$ cat src/rtl/intra_pred_rowgen_pkg.sv
// Shared types and constants for the VP8/WebP row-streaming intra predictor.
package intra_pred_rowgen_pkg;

  localparam int MODE_W = 2;

  typedef enum logic [MODE_W-1:0] {
    MODE_DC = 2'd0,
    MODE_TM = 2'd1,
    MODE_V  = 2'd2,
    MODE_H  = 2'd3
  } mode_e;

  typedef enum logic {
    ST_IDLE = 1'b0,
    ST_EMIT = 1'b1
  } state_e;

  // DC value used when neither edge is available: mid-grey.
  function automatic int unsigned dc_fill(input int unsigned bw);
    return 32'd1 << (bw - 1);
  endfunction

endpackage

$ cat src/rtl/intra_pred_rowgen_row.sv
// One predicted row from captured edges: N TrueMotion clip lanes plus
// the DC/V/H pass-through selection.
module intra_pred_rowgen_row
  import intra_pred_rowgen_pkg::*;
#(
  parameter int BIT_WIDTH  = 8,
  parameter int BLOCK_SIZE = 4
) (
  input  logic [MODE_W-1:0]            mode_i,
  input  logic [BIT_WIDTH-1:0]         dc_i,
  input  logic [BIT_WIDTH*BLOCK_SIZE-1:0] top_i,
  input  logic [BIT_WIDTH-1:0]         left_i,
  input  logic [BIT_WIDTH-1:0]         top_left_i,
  output logic [BIT_WIDTH*BLOCK_SIZE-1:0] row_o
);

  localparam int N  = BLOCK_SIZE;
  localparam int IW = BIT_WIDTH + 2;

  for (genvar g = 0; g < N; g++) begin : g_lane
    logic [BIT_WIDTH-1:0]  top_px;
    logic signed [IW-1:0]  t;
    logic [BIT_WIDTH-1:0]  clip;
    logic [BIT_WIDTH-1:0]  px;

    assign top_px = top_i[g*BIT_WIDTH +: BIT_WIDTH];
    assign t = $signed({2'b00, top_px})
             + $signed({2'b00, left_i})
             - $signed({2'b00, top_left_i});

    // Sign bit -> below zero; bit BIT_WIDTH set on a positive value -> above max.
    always_comb begin
      if (t[IW-1]) begin
        clip = '0;
      end else if (t[BIT_WIDTH]) begin
        clip = '1;
      end else begin
        clip = t[BIT_WIDTH-1:0];
      end
    end

    always_comb begin
      px = '0;
      unique case (mode_i)
        MODE_DC: px = dc_i;
        MODE_TM: px = clip;
        MODE_V:  px = top_px;
        MODE_H:  px = left_i;
        default: px = '0;
      endcase
    end

    assign row_o[g*BIT_WIDTH +: BIT_WIDTH] = px;
  end

endmodule

$ cat src/rtl/intra_pred_rowgen.sv
// Intra predictor top: edge capture handshake, DC adder tree, row counter
// and the IDLE/EMIT controller streaming one predicted row per cycle.
module intra_pred_rowgen
  import intra_pred_rowgen_pkg::*;
#(
  parameter int BIT_WIDTH  = 8,
  parameter int BLOCK_SIZE = 4
) (
  input  logic                            clk,
  input  logic                            rst,
  input  logic                            in_valid,
  output logic                            in_ready,
  input  logic [1:0]                      mode,
  input  logic                            top_avail,
  input  logic                            left_avail,
  input  logic [BIT_WIDTH-1:0]            top_left,
  input  logic [BIT_WIDTH*BLOCK_SIZE-1:0] top,
  input  logic [BIT_WIDTH*BLOCK_SIZE-1:0] left,
  output logic                            out_valid,
  input  logic                            out_ready,
  output logic [BIT_WIDTH*BLOCK_SIZE-1:0] out_row,
  output logic [$clog2(BLOCK_SIZE)-1:0]   out_row_idx,
  output logic                            out_last
);

  localparam int N     = BLOCK_SIZE;
  localparam int RW    = $clog2(N);
  localparam int SH1   = $clog2(N);
  localparam int SH2   = $clog2(2 * N);
  localparam int ACC_W = BIT_WIDTH + SH2;
  localparam int PW    = BIT_WIDTH * N;
  localparam logic [RW-1:0] LAST = RW'(N - 1);

  state_e               state_q, state_d;
  logic [RW-1:0]        row_q, row_d;
  logic [PW-1:0]        top_q, left_q;
  logic [BIT_WIDTH-1:0] tl_q, dc_q, dc_d;
  logic [MODE_W-1:0]    mode_q;
  logic [ACC_W-1:0]     sum_t, sum_l, dc_acc;
  logic                 cap, take;

  assign cap  = in_valid & in_ready;
  assign take = out_valid & out_ready;

  always_ff @(posedge clk or posedge rst) begin
    if (rst) begin
      state_q <= ST_IDLE;
    end else begin
      state_q <= state_d;
    end
  end

  always_comb begin
    state_d = state_q;
    unique case (state_q)
      ST_IDLE: if (cap) state_d = ST_EMIT;
      ST_EMIT: if (take && out_last) state_d = cap ? ST_EMIT : ST_IDLE;
      default: state_d = ST_IDLE;
    endcase
  end

  always_comb begin
    out_valid   = (state_q == ST_EMIT);
    out_last    = out_valid && (row_q == LAST);
    out_row_idx = row_q;
    in_ready    = (state_q == ST_IDLE) || (out_valid && out_ready && out_last);
  end

  // DC rounding: both edges -> /2N, one edge -> /N, none -> mid-grey.
  always_comb begin
    sum_t = '0;
    sum_l = '0;
    for (int i = 0; i < N; i++) begin
      sum_t = sum_t + ACC_W'(top[i*BIT_WIDTH +: BIT_WIDTH]);
      sum_l = sum_l + ACC_W'(left[i*BIT_WIDTH +: BIT_WIDTH]);
    end
    dc_acc = '0;
    unique case ({top_avail, left_avail})
      2'b11:   dc_acc = (sum_t + sum_l + ACC_W'(N)) >> SH2;
      2'b10:   dc_acc = (sum_t + ACC_W'(N / 2)) >> SH1;
      2'b01:   dc_acc = (sum_l + ACC_W'(N / 2)) >> SH1;
      default: dc_acc = ACC_W'(dc_fill(BIT_WIDTH));
    endcase
    dc_d = dc_acc[BIT_WIDTH-1:0];
  end

  always_comb begin
    row_d = row_q;
    if (cap) begin
      row_d = '0;
    end else if (take) begin
      row_d = out_last ? '0 : row_q + RW'(1);
    end
  end

  always_ff @(posedge clk or posedge rst) begin
    if (rst) begin
      row_q  <= '0;
      top_q  <= '0;
      left_q <= '0;
      tl_q   <= '0;
      dc_q   <= '0;
      mode_q <= '0;
    end else begin
      row_q <= row_d;
      if (cap) begin
        top_q  <= top;
        left_q <= left;
        tl_q   <= top_left;
        dc_q   <= dc_d;
        mode_q <= mode;
      end
    end
  end

  intra_pred_rowgen_row #(
    .BIT_WIDTH  (BIT_WIDTH),
    .BLOCK_SIZE (BLOCK_SIZE)
  ) u_row (
    .mode_i     (mode_q),
    .dc_i       (dc_q),
    .top_i      (top_q),
    .left_i     (left_q[row_q*BIT_WIDTH +: BIT_WIDTH]),
    .top_left_i (tl_q),
    .row_o      (out_row)
  );

endmodule

$ cat config.mk
export PLATFORM = sky130hd
export DESIGN_NAME = intra_pred_rowgen
export DESIGN_NICKNAME = d
export VERILOG_FILES = /design/src/rtl/intra_pred_rowgen_pkg.sv /design/src/rtl/intra_pred_rowgen_row.sv /design/src/rtl/intra_pred_rowgen.sv
export SDC_FILE = /design/constraint.sdc
export NUM_CORES = 1
export LEC_CHECK = 0
export CAP_MARGIN = 20
export CORE_MARGIN = 5
export CORE_UTILIZATION = 55
export CTS_CLUSTER_DIAMETER = 30
export DETAILED_ROUTE_END_ITERATION = 10
export PLACE_DENSITY_LB_ADDON = 0.2
export SYNTH_ARGS = -nofsm -noshare
export SYNTH_HDL_FRONTEND = slang
export SYNTH_SLANG_ARGS = --single-unit
$ cat constraint.sdc
create_clock -name clk -period 8.6 [get_ports clk]
set_input_delay 1.72 -clock clk [delete_from_list [all_inputs] [get_ports clk]]
set_output_delay 1.72 -clock clk [all_outputs]
set_load 0.02 [all_outputs]
After elaboration in Yosys (flattened, before gate mapping)
Cells that the tools add are included.
W data, S select, Z words.
{"block": "op_classes", "mux": 19, "addsub": 19, "n_reduce_logical": 7, "n_shift": 1, "eq_ne": 7, "n_bitwise": 3}
{"op": "$pmux W8 S4", "n": 4}
{"op": "$mux W8", "n": 8}
{"op": "$add A8 B8 Y9", "n": 6}
{"op": "$sub A10 B9 Y10", "n": 4}
{"op": "$shiftx A32 B6 Y8", "n": 1}
{"op": "$pmux W8 S3", "n": 1}
{"op": "$add A10 B8 Y11", "n": 2}
{"op": "$add A10 B2 Y10 const B", "n": 2}
{"op": "$add A9 B8 Y10", "n": 2}
{"op": "$add A11 B11 Y11", "n": 1}
{"op": "$add A11 B3 Y11 const B", "n": 1}
{"op": "$eq A2 B2 Y1 const B", "n": 5}
{"op": "$mux W2", "n": 3}
{"op": "$eq A2 B1 Y1 const B", "n": 2}
{"op": "$logic_and A1 B1 Y1", "n": 4}
{"op": "$add A2 B1 Y2 const B", "n": 1}
{"op": "$and A1 B1 Y1", "n": 2}
{"op": "$logic_not A2 Y1", "n": 1}
{"op": "$mux W1", "n": 2}
{"op": "$pmux W1 S2", "n": 1}
{"op": "$reduce_bool A2 Y1", "n": 1}
{"op": "$logic_or A1 B1 Y1", "n": 1}
{"op": "$not A1 Y1", "n": 1}
{"block": "totals", "inputBits": 80, "output_inout_bits": 37, "regBits": 85, "elab_cells": 63}

Logic depth before layout (Yosys ltp)
Gate-level depths: netlist of the first run.
{"block": "logic_depth", "depth_word": 8, "ltp_mapped": 21, "depth_no_buf": 21}

Hierarchy
Synthesis of the first run repeated with hierarchy kept, for this count alone.
{"block": "unflattened", "cells_unflattened": 969, "area_unflattened_um2": 8598.2}
{"mod": "intra_pred_rowgen", "area_each_um2": 5746.8, "instances": 1, "seq_area_each_um2": 2127.0, "cells_per_inst": 585}
{"mod": "intra_pred_rowgen_row", "area_each_um2": 2851.5, "instances": 1, "seq_area_each_um2": 0.0, "cells_per_inst": 384}

Worst setup path before layout of the first run
OpenSTA, ideal clock, no wires.
{"block": "synth_path", "path_kind": "reg-to-output", "startpoint": "reg row_q[0] (netlist: out_row_idx[0])", "endpoint": "out out_row[24]", "n_path_buf": 1, "t_required_ps": 6880, "stages_incl_launch_ff": 18, "t_arrival_ps": 4543, "slack_ps": 2337, "path_cell_list": "dfrtp_1 > clkbuf_1 > mux4_2 > ha_1 > fa_1 > a21o_1 > a21oi_1 > nor2b_1 > o21a_1 > nor2_1 > xnor2_1 > ha_1 > or2_2 > a21oi_1 > a21oi_1 > xor2_1 > nand2b_1 > a221o_1"}
{"block": "synth_via", "elab_chain_len": 6}
{"item": "start, declared", "line": "intra_pred_rowgen.sv:35", "rtl": "logic [RW-1:0] row_q, row_d;"}
{"item": "start signal, assigned", "line": "intra_pred_rowgen.sv:105", "rtl": "row_q <= row_d;"}
{"item": "$shiftx A32 B6 Y8 *", "line": "intra_pred_rowgen.sv:123", "rtl": ".left_i (left_q[row_q*BIT_WIDTH +: BIT_WIDTH]),"}
{"item": "$add A8 B8 Y9", "line": "intra_pred_rowgen_row.sv:28", "rtl": "+ $signed({2'b00, left_i})"}
{"item": "$sub A10 B9 Y10", "line": "intra_pred_rowgen_row.sv:29", "rtl": "- $signed({2'b00, top_left_i});"}
{"item": "$mux W8", "line": "intra_pred_rowgen_row.sv:35", "rtl": "end else if (t[BIT_WIDTH]) begin"}
{"item": "$mux W8", "line": "intra_pred_rowgen_row.sv:33", "rtl": "if (t[IW-1]) begin"}
{"item": "$pmux W8 S4 *", "line": "intra_pred_rowgen_row.sv:44", "rtl": "unique case (mode_i)"}
{"item": "end, declared", "line": "intra_pred_rowgen.sv:21", "rtl": "output logic [BIT_WIDTH*BLOCK_SIZE-1:0] out_row,"}
Mark *: on every way between the ends. The rest lies on a longest branch, timed or not.

Final worst setup path of the first run
{"block": "layout_path", "startpoint": "reg row_q[0] (netlist: out_row_idx[0])", "endpoint": "out out_row[8]"}
The elaborated chain is that of the path after synthesis.

==> results of run 1 <==
flip-flops by register name, indices dropped and copies added, names as in the netlist:
signal / cells
mode_q: 2
out_row_idx: 2
top_q: 32
left_q: 32
dc_q: 8
out_valid: 1
tl_q: 8
layout by cell type (no fill, tap or decap), types with 10 or more instances in the layout:
master	synthesis	routed
nand2_1	156	155
inv_1	124	123
o21ai_0	118	118
clkdlybuf4s50_1	0	116
ha_1	104	104
dfrtp_1	85	85
nor2_1	50	50
a21oi_1	50	50
xnor2_1	43	43
fa_1	40	40
xor2_1	23	23
nand3_1	23	23
nor2b_1	21	20
a21o_1	17	17
nor3_1	17	17
nand2b_1	10	10
a211oi_1	10	10
o21bai_1	10	10
through the flow:
step                cells  instance area, um^2  util [%]
finish               1367                10400      66.0
global route         1367                10400      66.0
CTS                  1366                10300      65.9
detailed placement   1350                10000      63.9
global placement     1350                10000      63.9
floorplan            1045                 8690         -
critical path: stages (launching register included):
cell and delay (ns):
dfrtp_1 0.33, buf_4 0.24, mux4_2 0.63, ha_1 0.26, fa_1 0.42, a21o_1 0.18
a21oi_1 0.28, nor2b_1 0.09, o21a_1 0.19, nor2_1 0.11, xnor2_1 0.13, ha_1 0.28
or3_1 0.35, o21ai_0 0.09, a21oi_1 0.08, xnor2_1 0.57, nand2b_1 0.19, a221o_1 0.17
clkdlybuf4s50_1 0.61
worst paths after layout:
kind                              endpoint  slack, ns  cells past startpoint
worst min register to register  left_q[29]       0.47                      2
max in group asynchronous          dc_q[1]       5.77                      3
min in group asynchronous        out_valid       1.72                      2
worst min-delay path            left_q[29]       0.47                      2
worst max register to register     dc_q[7]       5.69                      8
worst max-delay path            out_row[8]       1.32                     18
layer usage:
metal	part of all wire [%]	wire length [um]	track usage, %
met1	41	9550	32.3
met5	0	0	0
met3	5.5	1280	4.12
met2	51	11700	45.4
met4	2.6	592	9.57
layout make-up:
class,count,area share (%)
repair buffers,122,11.8
clock buffers,9,2.17
inverters,125,4.53
flip-flops and latches,85,20.5
multi-input cells,803,57.6
clock inverters,7,0.820
well taps,216,2.60
kinds of logic after synthesis:
logic type | Yosys count | synth area share [%]
AOI/OAI and AO/OA | 266 | 18.6
xor gates and xnor gates | 66 | 6.65
adders and majority gates | 144 | 24.2
buffers and inverters | 157 | 6.88
DFF | 85 | 24.5
muxes | 15 | 2.89
and+or+nand+nor | 312 | 16.3
==> results.cfg, run 1 <==
[placed_design]
gp_routability_congestion = 0.918
dp_slack_ns = 1.67
placement.io_buffers = 116
place.detailed.hpwl_um = 18600

[timing]
setup-tns-final_ns = 0
timing.final.max_slew_violations = 0
finalWorstPathRequiredPeriod_ns = 7.28
unrepaired_setup_endpoints_after_global_routing = no
final.period_utilization_pct = 84.6
setup_ws_ns = 1.32
number_of_endpoints_with_negative_hold_slack_in_the_final_report = 0
setup_violations = 0
max_freq_mhz = 137
final.setup_skew_ns = 0.00765
slew_headroom_pct = 47.9
worst_hold_slack_ns = 0.475
max_slew.worst_pin.slew_ns = 0.771

[final_layout]
num-fill-cells = 1366
area.growth.synth_to_final_pct = 19.4
final_net_count = 1370
post_route_cells_drive_above_1_share_pct = 3.82
seq_area_mm2 = 0.00213
multiInputGateArea_mm2 = 0.00597
n_antenna_cell = 0

[drt]
totalWireLength_um = 23100
initialDrtViolationCount = 485
detail_route.drc_violations = 0
detail-route-antenna-nets = 0
route.vias.total = 7689
drt_pass1_iterations = 5
routed_wire_length_per_instance_um = 16.9
vias_per_cell = 5.62

[flow_run]
timing.max_cap.violations = 0

[clock_network]
cts_resized = 0
cts_hold_repair.buffers = 0
source_to_sink_clock_delay_at_the_later_pin_of_the_worst_skew_pair_ns = 0.35
cts_inserted_buffers = 9
cts_root_buf = clkbuf_16
cts_num_sinks = 85
cts_tree = built
cts_max_path_buffers = 2
clock_tree.htree_level_count = 3
clock_pin_slew_on_the_worst_setup_and_hold_paths_ns = 0.07
cts_setup_buffers = 0

[setup_path]
cp_data_required_time_ns = 6.88
worst_setup_path_end_kind = primary output
r2r_start = out_row_idx[1]
critPathArrivalTime_ns = 5.56
crit_type = flip-flop to primary output
setup.worst_path.start_class = flip-flop
worst-path-max-fanout = 12
crit_start = out_row_idx[0]

[yosys]
yosys.area.top_type = dfrtp_1
number_of_enable_type_register_cells_in_the_synthesized_netlist = 0
postSynthRegisterBits = 85
synth.most_common_cell = nand2_1
yosys_warnings = 0
synth_largest_type_area_fraction_pct = 24.5
syn_area_mm2 = 0.00869
ys_top_cells_by_area = dfrtp_1 24%, ha_1 15%, fa_1 9.2%
ys_async_sr_fraction_pct = 100
avgSynthCellArea_um2 = 8.31
synth_flop_cell = dfrtp_1
seq_area_frac_synth_pct = 24.5
synth_top_cells_by_count = 156 x nand2_1, 124 x inv_1, 118 x o21ai_0
synth_cell_type_count = 59
syn-instance-count = 1045
postSynthNetCount = 1269

[die]
floorplan.die_area_mm2 = 0.0184
die_w_um = 136
initial_util_pct = 55.3
floorplan.io_pins = 117
floorplan.die.height_um = 136
placeable_area_mm2 = 0.0157
fp-row-count = 46

[global_routing]
first_global_vias = 7600
grt_pass1_wl_um = 37400
global_route.overflow_total = 0
pin_count_of_the_biggest_net_entering_global_routing = 131
number_of_antenna_violations_at_the_first_check_in_global_routing = 0
global_route.usage.total_pct = 25.9

[outcome]
status = finished, final reports clean

[min_path]
worstHoldPathType = flip-flop to flip-flop
min-delay-start = left_q[29]
Power of run 1 is left out: the tool's default activity adds up to more than one toggle a clock period on the data nets, which glitch-free logic cannot reach.
==> run 2, diff against run 1 <==
- CORE_UTILIZATION: 55 -> 52
- clock period: 8.6 -> 6 ns (I/O delays scaled with it)
==> results.cfg, run 2 (synthesized netlist as in run 1, its figures left out) <==
[outcome]
status = finished, final reports clean

[global_routing]
global_route.overflow_total = 0
global_route.usage.total_pct = 25.4
grt_pass1_wl_um = 39900
first_global_vias = 8068
number_of_antenna_violations_at_the_first_check_in_global_routing = 0
pin_count_of_the_biggest_net_entering_global_routing = 77

[die]
placeable_area_mm2 = 0.0165
initial_util_pct = 52.8
floorplan.io_pins = 117
floorplan.die.height_um = 139
die_w_um = 139
floorplan.die_area_mm2 = 0.0194
fp-row-count = 47

[placed_design]
post-place-cells = 1414
gp_routability_congestion = 0.901
place.detailed.hpwl_um = 19700
placement.io_buffers = 116
dp_slack_ns = -0.310

[final_layout]
reg_top3 = left_q (32), top_q (32)
area.growth.synth_to_final_pct = 25.8
final_core_utilization_pct = 66.4
most_frequent_standard_cell_in_the_layout_excluding_fill_and_tap_cells = nand2_1
layout_common_cells = 155 x nand2_1, 122 x inv_1, 112 x o21ai_0
n_antenna_cell = 0
post_route_cells_drive_above_1_share_pct = 13.9
fin_cells = 1439
final_net_count = 1438
num-fill-cells = 1456

[setup_path]
worst_setup_path_end_kind = primary output
cp_data_required_time_ns = 4.80
path_common_cell = buf_4
setup.worst_path.start_class = flip-flop
crit_type = flip-flop to primary output
critPathArrivalTime_ns = 4.76
crit_start = out_row_idx[0]
r2r_setup_slack_ns = 2.93
slowest_delay_ns = 0.65
worst-path-max-fanout = 9
critical_path_s_slowest_cell = mux4_2
crit_path_cell_trace = buf_4 -> buf_4 -> mux4_2 -> ha_1 -> a21oi_2 -> nor2b_1 -> o21a_1 -> nor2_1 -> xnor2_1 -> ha_1 -> or2_2 -> a21oi_2 -> a21oi_1 -> xor2_2 -> buf_6 -> buf_4 -> nand2b_1 -> a221o_1 -> buf_2
r2r_start = out_row_idx[0]

[clock_network]
clock_pin_slew_on_the_worst_setup_and_hold_paths_ns = 0.07
cts_max_path_buffers = 2
cts_inserted_buffers = 9
cts_num_sinks = 85
cts_hold_repair.buffers = 0
clock_tree.htree_level_count = 3
source_to_sink_clock_delay_at_the_later_pin_of_the_worst_skew_pair_ns = 0.35
cts_tree = built
cts_root_buf = clkbuf_16

[drt]
drt_pass1_iterations = 7
totalWireLength_um = 24700
detail-route-antenna-nets = 0
route.vias.total = 7973
detail_route.drc_violations = 0
vias_per_cell = 5.54
initialDrtViolationCount = 549
routed_wire_length_per_instance_um = 17.2

[timing]
max_freq_mhz = 168
setup_ws_ns = 0.0410
worst_hold_slack_ns = 0.478
finalWorstPathRequiredPeriod_ns = 5.96
final.setup_skew_ns = 0.0128
unrepaired_setup_endpoints_after_global_routing = yes
max_slew.worst_pin.slew_ns = 0.977
number_of_endpoints_with_negative_hold_slack_in_the_final_report = 0
final.period_utilization_pct = 99.3
timing.final.max_slew_violations = 0
setup_violations = 0
slew_headroom_pct = 34.9

[min_path]
min-delay-start = left_q[25]
worstHoldPathType = flip-flop to flip-flop

[flow_run]
timing.max_cap.violations = 0
## run 2: cell count changes in the layout (fill, tap and decap cells not counted), moves of 5 or more
cell             previous run  this run
buf_4                       5        74
clkdlybuf4s50_1           116        84
clkbuf_2                    0        22
a21oi_1                    50        39
a21oi_2                     0        11
o21ai_0                   118       112
o21ai_1                     2         8
ha_1                      104        99
## run 2: area by class of cell
cell class,instances,area [um^2],share of cell area [%]
clock inverters,7,128,1.17
repair buffers,190,1590,14.5
flip-flops and latches,85,2130,19.5
multi-input cells,803,6110,55.9
clock buffers,9,225,2.06
inverters,125,470,4.30
well taps,220,275,2.52
## run 2: worst max-delay path, delay by kind of cell (launching register included)
| family | cells | cell delay (ns) |
|---|---|---|
| AO/OA/AOI/OAI | 5 | 0.92 |
| XOR/XNOR | 2 | 0.30 |
| adder cells (fa/ha/maj) | 2 | 0.64 |
| buffers and inverters | 5 | 0.80 |
| flip-flops | 1 | 0.46 |
| multiplexers | 1 | 0.65 |
| AND/OR/NAND/NOR | 4 | 0.63 |
## run 2: final timing paths
| check | endpoint | depth (start not counted) |
|---|---|---|
| hold / removal | left_q[25] | 2 |
| min in group asynchronous | top_q[6] | 2 |
| hold reg to reg | left_q[25] | 2 |
| setup reg to reg | dc_q[7] | 10 |
| max in group asynchronous | out_row_idx[0] | 3 |
| setup / recovery | out_row[24] | 19 |
## run 2: per-stage QoR
step / TNS (ns) / cell area [um^2]
after floorplan: 0 / 8690
after CTS: -0.118 / 10900
after global routing: -0.258 / 10900
after detailed placement: -0.836 / 10500
after global placement: -0.367 / 10500
final: 0 / 10900
## run 2: metal layers
layer | GRT usage, % | vias to the layer above | share of wire, %
li1 | - | 3900 | -
met1 | 30.6 | 3805 | 41
met2 | 47.4 | 224 | 53
met3 | 3.60 | 44 | 4.6
met4 | 6.59 | 0 | 2.0
met5 | 0 | - | 0
## run 2: what timing repair did
| action | in CTS | in global routing |
|---|---|---|
| cloned | 0 | 0 |
| pin swaps | 2 | 11 |
| resized for setup | 46 | 87 |
| buffers inserted | 5 | 4 |
| endpoints found under the setup margin | 32 | 34 |
Power of run 2 is left out for the same reason.
==> run 3, diff against run 2 <==
- ABC_AREA: not set -> 1
- RECOVER_POWER: not set -> 25
- SETUP_SLACK_MARGIN: not set -> 0.02
==> results.cfg, run 3 <==
[outcome]
status = complete, but fails checks
violated_checks = max-capacitance violations, max-slew violations

[yosys]
syn-instance-count = 1271
seq_area_frac_synth_pct = 23.1
ys_async_sr_fraction_pct = 100
syn_area_mm2 = 0.00919
synth.most_common_cell = nand2_1
postSynthNetCount = 1495
synth_cell_type_count = 39
synth_top_cells_by_count = 317 x nand2_1, 197 x inv_1, 114 x o21ai_0
yosys.area.top_type = dfrtp_1
avgSynthCellArea_um2 = 7.23
yosys_warnings = 0
synth_flop_cell = dfrtp_1
synth_largest_type_area_fraction_pct = 23.1
number_of_enable_type_register_cells_in_the_synthesized_netlist = 0
postSynthRegisterBits = 85
ys_top_cells_by_area = dfrtp_1 23%, ha_1 14%, nand2_1 13%

[drt]
detail-route-antenna-nets = 0
initialDrtViolationCount = 772
vias_per_cell = 5.50
totalWireLength_um = 27800
drt_pass1_iterations = 6
routed_wire_length_per_instance_um = 17.1
route.vias.total = 8929
detail_route.drc_violations = 0

[timing]
unrepaired_setup_endpoints_after_global_routing = no
number_of_endpoints_with_negative_hold_slack_in_the_final_report = 0
max_freq_mhz = 179
timing.final.max_slew_violations = 118
max_slew.worst_pin.slew_ns = 2.26
finalWorstPathRequiredPeriod_ns = 5.59
final.period_utilization_pct = 93.2
slew_headroom_pct = -51.5
final.setup_skew_ns = 0.0106
setup-tns-final_ns = 0
setup_violations = 0

[setup_path]
crit_family = compound AO/OA/AOI/OAI gates
worst_setup_path_end_kind = primary output
worst-path-max-fanout = 16
crit_type = flip-flop to primary output
cp_data_required_time_ns = 4.80
critPathArrivalTime_ns = 4.39
crit_path_cell_trace = buf_4 -> o21ai_0 -> o22ai_1 -> buf_4 -> ha_1 -> fa_1 -> nand3_1 -> nand2_1 -> a21oi_1 -> o21ai_0 -> xor2_1 -> ha_1 -> nand2_1 -> inv_1 -> nand4_1 -> o211ai_1 -> nand2_1 -> a21oi_4 -> o21ai_0 -> nand4_1 -> dlymetal6s2s_1
critical_path_s_slowest_cell = dfrtp_1
setup.worst_path.start_class = flip-flop
path_buf_inv = 4
slowest_delay_ns = 0.42

[global_routing]
first_global_vias = 8547
global_route.usage.total_pct = 27.4
grt_pass1_wl_um = 44100
number_of_antenna_violations_at_the_first_check_in_global_routing = 0
global_route.overflow_total = 0
pin_count_of_the_biggest_net_entering_global_routing = 67

[final_layout]
reg_top3 = left_q (32), top_q (32)
layout_common_cells = 317 x nand2_1, 196 x inv_1, 115 x o21ai_0
area.growth.synth_to_final_pct = 20.4
final_net_count = 1616
post_route_cells_drive_above_1_share_pct = 5.65
most_frequent_standard_cell_in_the_layout_excluding_fill_and_tap_cells = nand2_1
n_antenna_cell = 0
num-fill-cells = 1600

[die]
die_w_um = 143
initial_util_pct = 53.1
floorplan.die.height_um = 143
fp-row-count = 48
floorplan.die_area_mm2 = 0.0204
floorplan.io_pins = 117
placeable_area_mm2 = 0.0173

[clock_network]
cts_tree = built
cts_max_path_buffers = 2
cts_root_buf = clkbuf_16
clock_tree.htree_level_count = 3
cts_inserted_buffers = 9
clock_pin_slew_on_the_worst_setup_and_hold_paths_ns = 0.06
cts_num_sinks = 85
source_to_sink_clock_delay_at_the_later_pin_of_the_worst_skew_pair_ns = 0.35

[placed_design]
gp_routability_congestion = 0.998
placement.io_buffers = 116
place.detailed.hpwl_um = 22400

[min_path]
worstHoldPathType = flip-flop to flip-flop

[flow_run]
timing.max_cap.violations = 2
-- run 3: cell count changes in the layout (fill, tap and decap cells not counted), sizes merged, moves of 16 or more --
cell / previous run / this run
nand2: 156 / 325
inv: 127 / 200
nand3: 23 / 93
buf: 78 / 22
nand4: 4 / 44
dlymetal6s2s: 0 / 32
a21oi: 50 / 72
nor2b: 21 / 0
clkbuf: 31 / 12
nor3: 17 / 1
xnor2: 43 / 27
-- run 3: per-stage QoR --
stage | worst slack [ns] | utilization, % | hold slack [ns] | std cells | area (um^2)
after detailed placement | 0.344 | 61.7 | 0.468 | 1604 | 10700
after CTS | 0.0820 | 63.3 | 0.483 | 1620 | 11000
final | 0.406 | 64.0 | 0.483 | 1622 | 11100
after global routing | 0.0851 | 64.0 | 0.506 | 1622 | 11100
after floorplan | 0.833 | - | 0.444 | 1271 | 9190
after global placement | 0.426 | 61.7 | 0.460 | 1604 | 10700
-- run 3: repair_timing --
item / CTS / global route
gates resized for setup: 0 / 36
setup buffers: 0 / 2
endpoints found under the setup margin: 0 / 32
hold buffers: 0 / 0
-- run 3: per-layer routing --
metal / wire (um) / track usage (%) / up-vias / part of all wire [%]
met5: 0 / 0 / - / 0
met4: 950 / 9.95 / 0 / 3.4
met3: 1930 / 3.58 / 64 / 6.9
met2: 12800 / 45.0 / 354 / 46
met1: 12100 / 37.3 / 4107 / 44
li1: - / - / 4404 / -
-- run 3: cells by family (layout without fill, tap and decap cells) --
| kind of cell | count (synthesis) | count (layout) | synth area share (%) |
|---|---|---|---|
| AOI/OAI and AO/OA | 225 | 225 | 13.5 |
| xor gates and xnor gates | 50 | 50 | 5.01 |
| adders and majority gates | 144 | 144 | 22.9 |
| buffers and inverters | 229 | 355 | 9.47 |
| DFF | 85 | 85 | 23.1 |
| and+or+nand+nor | 538 | 538 | 26.0 |
-- run 3: final cells by class --
type | count | area (um^2) | area share (%)
clock buffer | 12 | 246 | 2.23
inverter | 201 | 756 | 6.83
multi-input combinational | 957 | 6210 | 56.2
timing repair buffer | 138 | 1410 | 12.7
sequential | 85 | 2130 | 19.2
clock inverter | 4 | 33.8 | 0.305
tap | 225 | 282 | 2.54
-- run 3: path summary, 6_finish.rpt --
check	startpoint	to	slack, ns	cells after the start
max	out_row_idx[0]	out_row[25]	0.41	21
min	left_q[20]	left_q[20]	0.48	2
max reg2reg	out_row_idx[1]	dc_q[7]	2.20	10
min reg2reg	left_q[20]	left_q[20]	0.48	2
max in group asynchronous	rst	top_q[10]	2.74	3
min in group asynchronous	rst	tl_q[4]	1.90	2
-- run 3: worst register-to-register path, cell delays in order, from the launching register on --
cell	delay (ns)
dfrtp_1	0.36
buf_4	0.19
ha_1	0.16
nand2_1	0.09
o21ai_0	0.31
nand2_1	1.19
buf_4	0.79
nor2_4	0.34
o21ai_0	0.14
inv_1	0.08
a21oi_2	0.05
Power of run 3 is left out for the same reason.
